[src/rtl/cpu_defs_pkg.sv]
// ============================================================================
// cpu_defs : shared state encoding and instruction-field constants for fetch
// Revision : 1.0
// ============================================================================
`default_nettype none

package cpu_defs;

  typedef enum logic [1:0] {
    ST_BOOT  = 2'd0,
    ST_RUN   = 2'd1,
    ST_HALT  = 2'd2,
    ST_FAULT = 2'd3
  } fetch_state_e;

  localparam logic [5:0] OPC_RTYPE = 6'h00;
  localparam logic [5:0] OPC_J     = 6'h02;
  localparam logic [5:0] OPC_JAL   = 6'h03;
  localparam logic [5:0] OPC_BEQ   = 6'h04;
  localparam logic [5:0] OPC_BNE   = 6'h05;
  localparam logic [5:0] OPC_HALT  = 6'h3F;

  localparam int OPCODE_MSB = 31;
  localparam int OPCODE_LSB = 26;
  localparam int IMM_MSB    = 15;
  localparam int IMM_LSB    = 0;
  localparam int TARGET_MSB = 25;
  localparam int TARGET_LSB = 0;

  // Word-scaled, sign-extended branch displacement relative to pc+4.
  function automatic logic [31:0] branch_target(input logic [31:0] pc_plus4,
                                                input logic [15:0] imm);
    logic [31:0] sext;
    sext = {{16{imm[15]}}, imm};
    return pc_plus4 + (sext << 2);
  endfunction

endpackage

`default_nettype wire

[src/rtl/pc_fetch_unit_next_pc_select.sv]
// ============================================================================
// next_pc_select : combinational next-PC candidate mux and fetch-fault check
// Revision       : 1.0
// ============================================================================
`default_nettype none

module next_pc_select
  import cpu_defs::*;
#(
  parameter int IMEM_BYTES = 256
) (
  input  logic [31:0] pc_plus4_i,
  input  logic [25:0] instr_index_i,
  input  logic        branch_taken_i,
  input  logic        jump_i,
  input  logic        jump_reg_i,
  input  logic [31:0] reg_target_i,
  output logic [31:0] candidate_o,
  output logic        fault_o
);

  localparam logic [31:0] PC_MAX = 32'(IMEM_BYTES - 4);

  logic [31:0] branch_tgt;
  logic [31:0] jump_tgt;

  assign branch_tgt = branch_target(pc_plus4_i, instr_index_i[IMM_MSB:IMM_LSB]);
  assign jump_tgt   = {pc_plus4_i[31:28], instr_index_i[TARGET_MSB:TARGET_LSB], 2'b00};

  always_comb begin
    candidate_o = pc_plus4_i;
    if (jump_reg_i) begin
      candidate_o = reg_target_i;
    end else if (jump_i) begin
      candidate_o = jump_tgt;
    end else if (branch_taken_i) begin
      candidate_o = branch_tgt;
    end
  end

  assign fault_o = (candidate_o[1:0] != 2'b00) || (candidate_o > PC_MAX);

endmodule

`default_nettype wire

[src/rtl/pc_fetch_unit.sv]
// ============================================================================
// pc_fetch_unit : PC register, fetch-control FSM and retired-instruction count
// Revision      : 1.0
// ============================================================================
`default_nettype none

module pc_fetch_unit
  import cpu_defs::*;
#(
  parameter logic [31:0] RESET_PC    = 32'h0000_0000,
  parameter int          IMEM_BYTES  = 256,
  parameter logic [5:0]  HALT_OPCODE = OPC_HALT
) (
  input  logic        clk,
  input  logic        rst_n,
  input  logic [31:0] instruction,
  input  logic        stall,
  input  logic        branchTaken,
  input  logic        jump,
  input  logic        jumpReg,
  input  logic [31:0] regTarget,
  output logic [31:0] pc,
  output logic [31:0] pcPlus4,
  output logic        fetchValid,
  output logic        halted,
  output logic        fault,
  output logic [31:0] retired
);

  fetch_state_e state_q, state_d;
  logic [31:0]  pc_q, pc_d;
  logic [31:0]  retired_q, retired_d;
  logic [31:0]  candidate;
  logic         candidate_fault;
  logic [31:0]  pc_plus4;

  assign pc_plus4 = pc_q + 32'd4;

  next_pc_select #(
    .IMEM_BYTES(IMEM_BYTES)
  ) u_next_pc_select (
    .pc_plus4_i     (pc_plus4),
    .instr_index_i  (instruction[TARGET_MSB:TARGET_LSB]),
    .branch_taken_i (branchTaken),
    .jump_i         (jump),
    .jump_reg_i     (jumpReg),
    .reg_target_i   (regTarget),
    .candidate_o    (candidate),
    .fault_o        (candidate_fault)
  );

  always_ff @(posedge clk or negedge rst_n) begin
    if (!rst_n) begin
      state_q   <= ST_BOOT;
      pc_q      <= RESET_PC;
      retired_q <= 32'd0;
    end else begin
      state_q   <= state_d;
      pc_q      <= pc_d;
      retired_q <= retired_d;
    end
  end

  // HALT counts as a completed instruction; a faulting fetch does not.
  always_comb begin
    state_d   = state_q;
    pc_d      = pc_q;
    retired_d = retired_q;
    case (state_q)
      ST_BOOT: state_d = ST_RUN;
      ST_RUN: begin
        if (!stall) begin
          if (instruction[OPCODE_MSB:OPCODE_LSB] == HALT_OPCODE) begin
            state_d   = ST_HALT;
            retired_d = retired_q + 32'd1;
          end else if (candidate_fault) begin
            state_d = ST_FAULT;
          end else begin
            pc_d      = candidate;
            retired_d = retired_q + 32'd1;
          end
        end
      end
      default: ;
    endcase
  end

  assign pc         = pc_q;
  assign pcPlus4    = pc_plus4;
  assign fetchValid = (state_q == ST_RUN);
  assign halted     = (state_q == ST_HALT);
  assign fault      = (state_q == ST_FAULT);
  assign retired    = retired_q;

endmodule

`default_nettype wire

[config.mk]
export PLATFORM = sky130hd
export DESIGN_NAME = pc_fetch_unit
export DESIGN_NICKNAME = d
export VERILOG_FILES = /design/src/rtl/cpu_defs_pkg.sv /design/src/rtl/pc_fetch_unit_next_pc_select.sv /design/src/rtl/pc_fetch_unit.sv
export SDC_FILE = /design/constraint.sdc
export NUM_CORES = 1
export LEC_CHECK = 0
export CAP_MARGIN = 20
export CORE_UTILIZATION = 55
export CTS_BUF_LIST = sky130_fd_sc_hd__clkbuf_8
export CTS_CLUSTER_SIZE = 20
export DETAILED_ROUTE_END_ITERATION = 8
export PLACE_DENSITY = 0.89
export SLEW_MARGIN = 25
export SYNTH_ARGS = -nofsm -noshare
export SYNTH_HDL_FRONTEND = slang
export SYNTH_SLANG_ARGS = --single-unit
export TNS_END_PERCENT = 100
[constraint.sdc]
create_clock -name clk -period 8.5 [get_ports clk]
set_input_delay 1.7 -clock clk [delete_from_list [all_inputs] [get_ports clk]]
set_output_delay 1.7 -clock clk [all_outputs]
set_load 0.05 [all_outputs]
======== Word level (Yosys, flattened, before mapping) ========
Index checks and enable logic that the tools add are counted.
storage, ports and cells
  flip-flop bits (word level) ............. 66
  output and inout bits ................... 99
  logic and storage cells ................. 33
operators by class
  add/sub/neg operators ................... 3
  order comparisons ....................... 1
  equality and inequality tests ........... 7
  mux-type cells .......................... 9
  bitwise gates (word level) .............. 3
  reduce and logical (&&, ||, !) cells .... 7
operator list
  kind                     number
  $mux W32                 5
  $add A32 B1 Y32 const B  1
  $add A32 B3 Y32 const B  1
  $add A32 B32 Y32         1
  $gt A32 B8 Y1 const B    1
  $eq A6 B6 Y1 const B     1
  $mux W2                  3
  $reduce_and A3 Y1        2
  $eq A2 B2 Y1 const B     2
  $pmux W2 S2              1
  $reduce_and A4 Y1        1
  $reduce_bool A2 Y1       2
  $ne A3 B1 Y1 const B     1
  $not A1 Y1               3
  $eq A2 B1 Y1 const B     1
  $logic_not A2 Y1         1
  $ne A2 B1 Y1 const B     1
  $ne A2 B2 Y1 const B     1
  $logic_or A1 B1 Y1       1

======== Depth between registers and ports, before layout ========
Gate-level depths: netlist (run 1).
  depth after elaboration ................. 11
  mapped depth ............................ 20

======== Modules after synthesis ========
A second synthesis (run 1) with hierarchy kept.
second synthesis, totals
  cells, all modules ...................... 702
  area total of the unflattened synthesis .. 5978.2 µm²
by module, submodules not included
  module          instances  cells an instance  area an instance (µm²)
  pc_fetch_unit   1          310                3472.1
  next_pc_select  1          392                2506.2

======== Worst setup path before layout (run 1) ========
OpenSTA, ideal clock, no wires.
  path type ............................... register to register
  start point ............................. register pc_q[2], in the netlist pc[2]
  end point ............................... register pc_q[3], in the netlist pc[3]
  arrival ................................. 5.929 ns
  required time ........................... 8.373 ns
  path slack .............................. 2.443 ns
  cell stages (with the launch flop) ...... 20
  clock period less this slack ............ 6.057 ns
  cells stage by stage .................... dfrtp_1 -> ha_1 -> clkbuf_1 -> nand3_1 -> nor4_1 -> xor2_1 -> ha_1 -> clkbuf_1 -> nand4_1 -> or3b_2 -> or3_1 -> o22ai_1 -> mux2i_1 -> and3_1 -> o211ai_1 -> or4_4 -> nand2b_4 -> nor2_4 -> buf_6 -> mux2_1
between the ends
  cells in the longest elaborated chain, start to end .. 9
ends and longest elaborated chain
  element                        line                                source
  start, declared                pc_fetch_unit.sv:31                 logic [31:0] pc_q, pc_d;
  start signal, assigned         pc_fetch_unit.sv:59                 pc_q <= pc_d;
  $add A32 B3 Y32 *              pc_fetch_unit.sv:37                 assign pc_plus4 = pc_q + 32'd4;
  via pcPlus4[16]                pc_fetch_unit.sv:23                 output logic [31:0] pcPlus4,
  $add A32 B32 Y32               cpu_defs_pkg.sv:35                  return pc_plus4 + (sext << 2);
  $mux W32 *                     pc_fetch_unit_next_pc_select.sv:36  end else if (branch_taken_i) begin
  $mux W32 *                     pc_fetch_unit_next_pc_select.sv:34  end else if (jump_i) begin
  $mux W32 *                     pc_fetch_unit_next_pc_select.sv:32  if (jump_reg_i) begin
  $gt A32 B8 Y1 *                pc_fetch_unit_next_pc_select.sv:41  assign fault_o = (candidate_o[1:0] != 2'b00) || (candidate_o > PC_MAX);
  $logic_or A1 B1 Y1 *           pc_fetch_unit_next_pc_select.sv:41
  $not A1 Y1 (no line) *         -
  $reduce_and A4 Y1 (no line) *  -
The timed path passes the listed nets; every way through them passes the cells marked *.
A chain may end at the register's enable or synchronous reset.

======== Final worst setup path (run 1) ========
  start point ............................. input instruction[15]
  end point ............................... register retired_q[25], in the netlist retired[25]
between the ends
  cells in the longest elaborated chain, start to end .. 8
ends and longest elaborated chain
  element                        line                                source
  start, declared                pc_fetch_unit.sv:16                 input logic [31:0] instruction,
  $add A32 B32 Y32               cpu_defs_pkg.sv:35
  $mux W32                       pc_fetch_unit_next_pc_select.sv:36
  $mux W32 *                     pc_fetch_unit_next_pc_select.sv:34
  $mux W32 *                     pc_fetch_unit_next_pc_select.sv:32
  $gt A32 B8 Y1 *                pc_fetch_unit_next_pc_select.sv:41
  $logic_or A1 B1 Y1 *           pc_fetch_unit_next_pc_select.sv:41
  $ne A2 B1 Y1 (no line) *       -
  $reduce_and A3 Y1 (no line) *  -
  end signal, assigned           pc_fetch_unit.sv:60                 retired_q <= retired_d;
  end, declared                  pc_fetch_unit.sv:32                 logic [31:0] retired_q, retired_d;
Every way passes the cells marked *; elsewhere a longest branch is shown, timed or not.

==> results of run 1 <==
-- state kept, by name (all words and copies together), names as in the netlist --
name	cells
retired	32
pc	32
state_q	2
-- logic make-up after synthesis --
group | after synthesis
buf+inv | 67
compound gates | 199
xor+xnor | 68
mux | 12
simple gates | 335
flops | 66
fa+ha+maj | 34
-- cell type report --
cell class / count / area (µm²)
multi-input cells: 648 / 4430
fillers: 774 / 2800
repair buffers: 176 / 1740
flip-flops and latches: 66 / 1650
well taps: 140 / 175
clock buffers: 11 / 151
inverters: 21 / 78.8
clock inverters: 5 / 53.8
-- Yosys cell counts (all sizes together) (10+ instances only) --
library cell   n
xnor2         48
a211oi        10
a21oi         49
o21ai         33
nor4          15
clkbuf        34
nand4         35
nor3          26
a21o          10
nor2          46
and3          17
ha            33
dfrtp         66
nor2b         31
xor2          20
o211ai        15
and4          11
nand3         45
nand2         68
and2          12
buf           12
o21a          12
inv           21
-- metrics by stage --
stage	total power, µW	worst slack (ps)	area (µm²)	hold WS [ps]
6_report	743	1780	8280	481
5_1_grt	768	1580	8280	511
4_1_cts	738	1910	8280	479
3_5_place_dp	476	1610	8070	464
3_3_place_gp	474	1760	8070	464
2_1_floorplan	403	2440	6370	456
-- power by group --
part | switching, µW | internal, µW | total, µW
combinational | 91.6 | 67.5 | 159
clock | 118 | 150 | 268
sequential | 1.33 | 315 | 316
-- per-layer routing --
metal | vias to the layer above | GRT usage | wire length, µm
met3 | 99 | 0.0699 | 2790
met5 | - | 0 | 0
met4 | 0 | 0.151 | 954
met1 | 3441 | 0.527 | 9450
met2 | 581 | 0.677 | 11200
li1 | 3198 | - | -
-- worst max path at each step --
stage                    startpoint          end
floorplan                     pc[2]        pc[3]
global placement    instruction[15]   retired[1]
detailed placement  instruction[15]  retired[29]
CTS                 instruction[15]  retired[25]
global route        instruction[15]  retired[25]
finish              instruction[15]  retired[25]
-- worst reg2reg max path, delay by kind of cell, from the launching register on --
kind                     cells  cell delay, ps
AO/OA/AOI/OAI                3             900
buffers and inverters        1             130
flip-flops                   1             520
multiplexers                 1             190
adder cells (fa/ha/maj)      2             810
AND/OR/NAND/NOR              8            3020
XOR/XNOR                     2             570
==> flow_summary.yaml, run 1 <==
sta:
  fin_crit_ps: 6720
  final_hold_viol_count: 0
  period_share: 0.790
  setup_tns_ps: 0
  grt_setup_unrepaired: "no"
  setup-violations-final: 0
  finalClockSkew_ps: 5.04
  relSlewSlack: 0.441
  final-max-slew-violation-count: 0
  maxClockFrequency_mhz: 149
  slew_at_the_pin_closest_to_its_max_slew_limit_ps: 836
setup_path:
  cp_buf_inv_count: 1
  critical_path_cell_by_cell: "clkdlybuf4s50_1 -> ha_1 -> nand4_1 -> or3b_2 -> or3_1 -> o22ai_1 -> mux2i_1 -> and3_1 -> o211ai_1 -> or4_4 -> a21oi_4 -> nand4_1 -> xnor2_1"
  startpoint_type_of_the_worst_setup_path: "input port"
  timing.setup.critical_path_class: "input port to register"
  critical_path.max_fanout: 32
  timing.reg2reg.worst_path_depth: 17
  critical_path.max_stage_delay_ps: 850
  worst_r2r_endpoint: "retired[25]"
  timing.critical_path.depth: 13
  timing.critical_path.required_ps: 8730
  ff2ff_setup_slack_ps: 2280
  cp_data_arrival_time_ps: 6950
  r2r-start: "pc[2]"
  timing.critical_path.to_type: "register"
  largest_delay_contributor_family_on_the_critical_path: "simple AND/OR/NAND/NOR gates"
  crit_path_top_delay_cell: "sky130_fd_sc_hd__clkdlybuf4s50_1"
  critical_path.most_common_cell: "sky130_fd_sc_hd__nand4_1"
worst_hold_path:
  hold_path_end: "retired[31]"
  worst_hold_startpoint: "retired[31]"
  number_of_stages_on_the_worst_hold_path: 1
  hold_path_class: "register to register"
synth:
  syn_nets: 885
  async_reset_ff_frac: 1.00
  synth-warning-count: 0
  number_of_enable_type_register_cells_in_the_synthesized_netlist: 0
  synthesized_area_fraction_occupied_by_ao_oa_aoi_and_oai_cells: 0.217
  synth_fa_ha_area_frac: 0.0679
  seq_area_frac_synth: 0.259
  synth_simple_gate_area_frac: 0.294
  synth_xor_area_frac: 0.0964
  netlist_instances: 781
  largest_family_of_logic_cells_by_synthesized_area: "simple AND/OR/NAND/NOR gates"
  syn-cell-area_um2: 6370
  synth-seq-cells: 66
  ys_types: 80
  yosys.area.top_type_share: 0.259
  postSynthAreaPerCell_um2: 8.16
  yosys.area.top_type: "sky130_fd_sc_hd__dfrtp_1"
  dominantRegCellSynth: "sky130_fd_sc_hd__dfrtp_1"
  cell_types_occupying_the_most_area_after_synthesis: "sky130_fd_sc_hd__dfrtp_1 (26%), sky130_fd_sc_hd__ha_1 (6.5%), sky130_fd_sc_hd__xnor2_1 (6.5%)"
  post_synth_mux_area_share: 0.0198
routing:
  vias_per_cell: 6.86
  wirelength_mm: 24.4
  vias: 7319
  drtAntennaViolNets: 0
  drt_pre_antenna_iters: 8
  initialDrtViolationCount: 734
  wire_per_inst_um: 22.8
  drc_errors: 0
floorplan:
  starting_utilization_of_the_core_area: 0.575
  die_area_um2: 12000
  die-width_um: 110
  die_y_um: 110
  floorplan.io_pins: 169
  core_outline_area_um2: 11100
  row_count: 38
clocking:
  tritoncts_buffers: 9
  clk-insertion-delay-late_ps: 330
  htree_num_levels: 3
  cts-resized-gates: 0
  clk_pin_slew_ps: 70
  cts.hold.buffers_added: 0
  clockRootBuffer: "sky130_fd_sc_hd__clkbuf_8"
  tritoncts: "built"
  sink_count: 66
  cts.repair_timing.setup_buffer_count: 0
  ctsLongestPathBuffers: 2
global_routing:
  grt_overflow_total: 0
  first_global_vias: 6777
  grt_start_max_net_pins: 67
  grt_pass1_wl_mm: 37.1
  grt_antenna_before_repair: 0
  tot_gr_track_use: 0.406
final_layout:
  layout.core_utilization: 0.747
  syn_to_final_growth_pct: 29.9
  final_net_count: 1026
  layout.cells.most_common_list: "sky130_fd_sc_hd__clkdlybuf4s50_1 (167), sky130_fd_sc_hd__nand2_1 (68), sky130_fd_sc_hd__dfrtp_1 (66)"
  drive_gt1_frac: 0.0561
  mostFrequentLayoutCell: "sky130_fd_sc_hd__clkdlybuf4s50_1"
  antenna_cells_inserted: 0
  layout.cells.non_filler: 1067
power_and_ir_drop:
  total_leakage_power_uw: 0.00340
  ir_drop_mv: 0.120
  power_per_cell_area_nw_per_um2: 89.8
run:
  max-cap-violations: 0
placement:
  dp_hpwl_mm: 18.4
  place.gp.congestion: 0.999
  place.detailed.instances: 1051
  io_buffers: 168
outcome:
  status: "finished, final reports clean"
(Power assumes the default switching activity.)
==> run 2: changes to the inputs <==
--- a/config.mk
+++ b/config.mk
@@ -6,11 +6,11 @@
 export NUM_CORES = 1
 export LEC_CHECK = 0
 export CAP_MARGIN = 20
-export CORE_UTILIZATION = 55
+export CORE_UTILIZATION = 51
 export CTS_BUF_LIST = sky130_fd_sc_hd__clkbuf_8
 export CTS_CLUSTER_SIZE = 20
 export DETAILED_ROUTE_END_ITERATION = 8
-export PLACE_DENSITY = 0.89
+export PLACE_DENSITY = 0.83
 export SLEW_MARGIN = 25
 export SYNTH_ARGS = -nofsm -noshare
 export SYNTH_HDL_FRONTEND = slang
==> constraint.sdc (replaced) <==
create_clock -name clk -period 6.3 [get_ports clk]
set_input_delay 1.26 -clock clk [delete_from_list [all_inputs] [get_ports clk]]
set_output_delay 1.26 -clock clk [all_outputs]
set_load 0.05 [all_outputs]
==> run 2 against run 1 <==
Net effect: routed wire length fell by 12%; design area up 0.83%; clock skew hardly changed; sequential cell count is the same; core utilization fell by 5.8 points; clock power grew 4%; cell count grew 3.5%; global-route usage down 7.8 points; via count is 5.2% lower; register-to-register slack lost 1700 ps; combinational power rose by 34%; largest power group unchanged.
==> flow_summary.yaml, run 2 (synthesis gave the netlist of run 1 again) <==
final_layout:
  multi_input_comb_area_um2: 4430
  drive_gt1_frac: 0.0641
  final_net_count: 1036
  sequential_cell_area_um2: 1650
  layout.cells.most_common_list: "sky130_fd_sc_hd__clkdlybuf4s50_1 (167), sky130_fd_sc_hd__nand2_1 (68), sky130_fd_sc_hd__dfrtp_1 (66)"
  layout.core_utilization: 0.689
  antenna_cells_inserted: 0
  fillers: 1004
  syn_to_final_growth_pct: 30.9
  mostFrequentLayoutCell: "sky130_fd_sc_hd__clkdlybuf4s50_1"
setup_path:
  timing.setup.critical_path_class: "register to register"
  timing.critical_path.from: "pc[4]"
  timing.critical_path.required_ps: 6510
  timing.critical_path.to_type: "register"
  ff2ff_setup_slack_ps: 610
  timing.reg2reg.worst_path_depth: 17
  r2r-start: "pc[4]"
  critical_path.max_fanout: 18
  worst_r2r_endpoint: "retired[6]"
  cp_data_arrival_time_ps: 5900
  startpoint_type_of_the_worst_setup_path: "register"
  worst_setup_path_endpoint: "retired[6]"
routing:
  drtAntennaViolNets: 0
  drt_pre_antenna_iters: 7
  wire_per_inst_um: 19.4
  vias: 6936
  initialDrtViolationCount: 680
  vias_per_cell: 6.28
  wirelength_mm: 21.4
  drc_errors: 0
clocking:
  cts.hold.buffers_added: 0
  tritoncts_buffers: 9
  htree_num_levels: 3
  tritoncts: "built"
  clockRootBuffer: "sky130_fd_sc_hd__clkbuf_8"
  ctsLongestPathBuffers: 2
  cts-resized-gates: 0
  cts.repair_timing.setup_buffer_count: 0
  clk_pin_slew_ps: 60
  clk-insertion-delay-late_ps: 330
  sink_count: 66
sta:
  period_share: 0.903
  finalClockSkew_ps: 4.81
  maxClockFrequency_mhz: 176
  postLayoutSetupSlackWorst_ps: 613
  final-max-slew-violation-count: 0
  final_hold_viol_count: 0
  relSlewSlack: 0.435
  fin_crit_ps: 5690
  setup_tns_ps: 0
  slew_at_the_pin_closest_to_its_max_slew_limit_ps: 846
  setup-violations-final: 0
  grt_setup_unrepaired: "no"
global_routing:
  top_usage_layer: "met2"
  grt_overflow_total: 0
  grt_util_met2: 0.528
  grt_start_max_net_pins: 67
  grt_pass1_wl_mm: 33.3
  gr-usage-met3: 0.0558
  grt_util_met1: 0.436
  first_global_vias: 6415
  grt_antenna_before_repair: 0
  tot_gr_track_use: 0.329
power_and_ir_drop:
  power_per_cell_area_nw_per_um2: 110
  ir_drop_mv: 0.155
  total_leakage_power_uw: 0.00344
floorplan:
  starting_utilization_of_the_core_area: 0.526
  core_outline_area_um2: 12100
  floorplan.io_pins: 169
  die_area_um2: 12900
  die-width_um: 114
  die_y_um: 114
  row_count: 40
placement:
  place_worst_setup_slack_ps: 490
  dp_hpwl_mm: 16.9
  place.gp.congestion: 1.05
  io_buffers: 168
worst_hold_path:
  hold_path_class: "register to register"
run:
  max-cap-violations: 0
outcome:
  status: "finished, final reports clean"
run 2: power by group:
group	switching (µW)	internal (µW)	total (µW)
clock network	144	135	278
registers	1.59	425	427
logic	119	93.3	213
run 2: critical path, cell delays in order, from the launching register on:
cell	delay, ps
sky130_fd_sc_hd__dfrtp_1	500
sky130_fd_sc_hd__nand3_2	310
sky130_fd_sc_hd__or2_2	480
sky130_fd_sc_hd__o41ai_1	690
sky130_fd_sc_hd__nand2_1	180
sky130_fd_sc_hd__ha_1	530
sky130_fd_sc_hd__and4_1	300
sky130_fd_sc_hd__nand2_1	110
sky130_fd_sc_hd__or3_1	360
sky130_fd_sc_hd__o22ai_1	160
sky130_fd_sc_hd__mux2i_1	190
sky130_fd_sc_hd__and3_1	160
sky130_fd_sc_hd__o211ai_1	110
sky130_fd_sc_hd__or4_4	580
sky130_fd_sc_hd__a21oi_4	410
sky130_fd_sc_hd__buf_12	200
sky130_fd_sc_hd__nand4_1	120
sky130_fd_sc_hd__xnor2_1	160
run 2: final cells by class:
class,count,share of cell area
timing repair buffer,186,0.219
clock buffer,9,0.0148
multi-input combinational,648,0.531
clock inverter,6,0.00330
sequential,66,0.198
tap,168,0.0252
inverter,21,0.00945
run 2: how the worst min path moves through the flow:
stage / start / endpoint / slack [ps] / depth (start not counted)
2_1_floorplan: state_q[1] / state_q[1] / 460 / 1
3_3_place_gp: retired[31] / retired[31] / 460 / 1
3_5_place_dp: retired[31] / retired[31] / 470 / 1
4_1_cts: retired[31] / retired[31] / 480 / 1
5_1_grt: retired[31] / retired[31] / 510 / 1
6_report: retired[31] / retired[31] / 480 / 1
run 2: through the flow:
stage | power (µW) | instances | area [µm²] | hold slack [ps]
final | 918 | 1104 | 8340 | 480
after global routing | 957 | 1104 | 8340 | 506
after CTS | 920 | 1104 | 8340 | 482
after detailed placement | 640 | 1089 | 8190 | 473
after global placement | 641 | 1089 | 8190 | 463
after floorplan | 543 | 781 | 6370 | 456
run 2: metal layers:
| metal | vias up | part of all wire | wire, µm |
|---|---|---|---|
| met4 | 0 | 0.041 | 876 |
| met2 | 396 | 0.44 | 9540 |
| met3 | 68 | 0.10 | 2150 |
| li1 | 3234 | - | - |
| met5 | - | 0 | 0 |
| met1 | 3238 | 0.41 | 8880 |
==> run 3: changes to the inputs <==
--- a/config.mk
+++ b/config.mk
@@ -6,6 +6,7 @@
 export NUM_CORES = 1
 export LEC_CHECK = 0
 export CAP_MARGIN = 20
+export CORE_ASPECT_RATIO = 0.9
 export CORE_UTILIZATION = 51
 export CTS_BUF_LIST = sky130_fd_sc_hd__clkbuf_8
 export CTS_CLUSTER_SIZE = 20
==> run 3 against run 2 <==
Net effect: global-route usage rose by 1.6 points; critical path depth did not move; via count rose by 1.1%; critical endpoint unchanged; register-to-register slack got worse by 110 ps; largest power group unchanged.
==> flow_summary.yaml, run 3 (synthesis gave the netlist of run 1 again) <==
placement:
  place_worst_setup_slack_ps: 492
  io_buffers: 168
  cell_area_reported_after_detailed_placement_um2: 8160
  dp_hpwl_mm: 17.4
  place.gp.congestion: 1.03
floorplan:
  core_outline_area_um2: 12100
  starting_utilization_of_the_core_area: 0.526
  die_y_um: 108
  floorplan.io_pins: 169
  die_area_um2: 12900
  row_count: 38
  die-width_um: 120
routing:
  drtAntennaViolNets: 0
  initialDrtViolationCount: 889
  drc_errors: 0
  vias: 7009
  vias_per_cell: 6.41
  wire_per_inst_um: 20.5
  wirelength_mm: 22.4
  drt_pre_antenna_iters: 6
sta:
  grt_setup_unrepaired: "no"
  relSlewSlack: 0.446
  maxClockFrequency_mhz: 172
  final_hold_viol_count: 0
  postLayoutSetupSlackWorst_ps: 498
  fin_crit_ps: 5800
  setup-violations-final: 0
  setup_tns_ps: 0
  finalClockSkew_ps: 4.67
  slew_at_the_pin_closest_to_its_max_slew_limit_ps: 830
  period_share: 0.921
  final-max-slew-violation-count: 0
worst_hold_path:
  hold_path_class: "register to register"
clocking:
  cts-resized-gates: 0
  clockRootBuffer: "sky130_fd_sc_hd__clkbuf_8"
  cts.repair_timing.setup_buffer_count: 0
  ctsLongestPathBuffers: 2
  cts.hold.buffers_added: 0
  tritoncts_buffers: 9
  sink_count: 66
  clk-insertion-delay-late_ps: 320
  tritoncts: "built"
  htree_num_levels: 3
  clk_pin_slew_ps: 70
power_and_ir_drop:
  power_per_cell_area_nw_per_um2: 117
  total_power_uw: 972
  ir_drop_mv: 0.189
  total_leakage_power_uw: 0.00344
run:
  max-cap-violations: 0
setup_path:
  startpoint_type_of_the_worst_setup_path: "register"
  critical_path.max_fanout: 19
  timing.critical_path.required_ps: 6510
  timing.setup.critical_path_class: "register to register"
  timing.critical_path.to_type: "register"
  cp_data_arrival_time_ps: 6010
global_routing:
  grt_start_max_net_pins: 67
  grt_overflow_total: 0
  tot_gr_track_use: 0.345
  first_global_vias: 6624
  grt_pass1_wl_mm: 35.4
  grt_antenna_before_repair: 0
final_layout:
  multi_input_comb_area_um2: 4430
  fin_area_um2: 8350
  drive_gt1_frac: 0.0611
  syn_to_final_growth_pct: 31.0
  fillers: 994
  final_net_count: 1033
  antenna_cells_inserted: 0
  mostFrequentLayoutCell: "sky130_fd_sc_hd__clkdlybuf4s50_1"
  sequential_cell_area_um2: 1650
  layout.cells.most_common_list: "sky130_fd_sc_hd__clkdlybuf4s50_1 (167), sky130_fd_sc_hd__nand2_1 (68), sky130_fd_sc_hd__dfrtp_1 (66)"
outcome:
  status: "finished, final reports clean"
run 3: cell count changes in the layout (fill, tap and decap cells not counted):
cell / before / now
sky130_fd_sc_hd__bufinv_16: 0 / 1
sky130_fd_sc_hd__buf_4: 17 / 14
sky130_fd_sc_hd__clkbuf_8: 9 / 10
sky130_fd_sc_hd__clkinv_2: 4 / 2
run 3: layer usage:
layer | global-route usage | routed length [µm]
met5 | 0 | 0
met4 | 0.104 | 580
met3 | 0.0770 | 2350
met2 | 0.564 | 10200
met1 | 0.456 | 9230
run 3: cell type report:
| cell class | instances | area share |
|---|---|---|
| Multi-Input combinational cell | 648 | 0.531 |
| Timing Repair Buffer | 183 | 0.216 |
| Sequential cell | 66 | 0.198 |
| Tap cell | 160 | 0.0240 |
| Clock buffer | 10 | 0.0165 |
| Inverter | 21 | 0.00945 |
| Clock inverter | 5 | 0.00570 |
run 3: where the power goes:
part | switching, µW | internal [µW]
sequential | 1.71 | 425
clock | 144 | 187
combinational | 121 | 93.3
run 3: path summary, 6_finish.rpt:
| kind | depth (start not counted) | from | to | slack [ps] |
|---|---|---|---|---|
| min | 1 | retired[31] | retired[31] | 470 |
| min in group asynchronous | 2 | rst_n | retired[26] | 1110 |
| min reg2reg | 1 | retired[31] | retired[31] | 470 |
| max reg2reg | 17 | pc[9] | retired[6] | 500 |
| max | 17 | pc[9] | retired[6] | 500 |
| max in group asynchronous | 2 | rst_n | retired[12] | 4670 |
run 3: per-stage QoR:
step / util / std cells / hold slack, ps
final: 0.688 / 1093 / 474
after floorplan: - / 781 / 456
after CTS: 0.688 / 1093 / 479
after detailed placement: 0.673 / 1078 / 467
after global routing: 0.688 / 1093 / 490
after global placement: 0.673 / 1078 / 461
run 3: worst max-delay path, stage by stage (launching register included):
cell                       delay (ps)
sky130_fd_sc_hd__dfrtp_1          520
sky130_fd_sc_hd__nand4_2          310
sky130_fd_sc_hd__nor3_1           390
sky130_fd_sc_hd__and3_1           220
sky130_fd_sc_hd__xor2_1           360
sky130_fd_sc_hd__ha_1             430
sky130_fd_sc_hd__a21oi_1          370
sky130_fd_sc_hd__o21ai_0          240
sky130_fd_sc_hd__o21bai_1         220
sky130_fd_sc_hd__or4_1            520
sky130_fd_sc_hd__a32oi_1          220
sky130_fd_sc_hd__and4_1           280
sky130_fd_sc_hd__nand3_1           90
sky130_fd_sc_hd__or4_4            570
sky130_fd_sc_hd__a21oi_4          420
sky130_fd_sc_hd__buf_12           210
sky130_fd_sc_hd__nand4_1          130
sky130_fd_sc_hd__xnor2_1          160
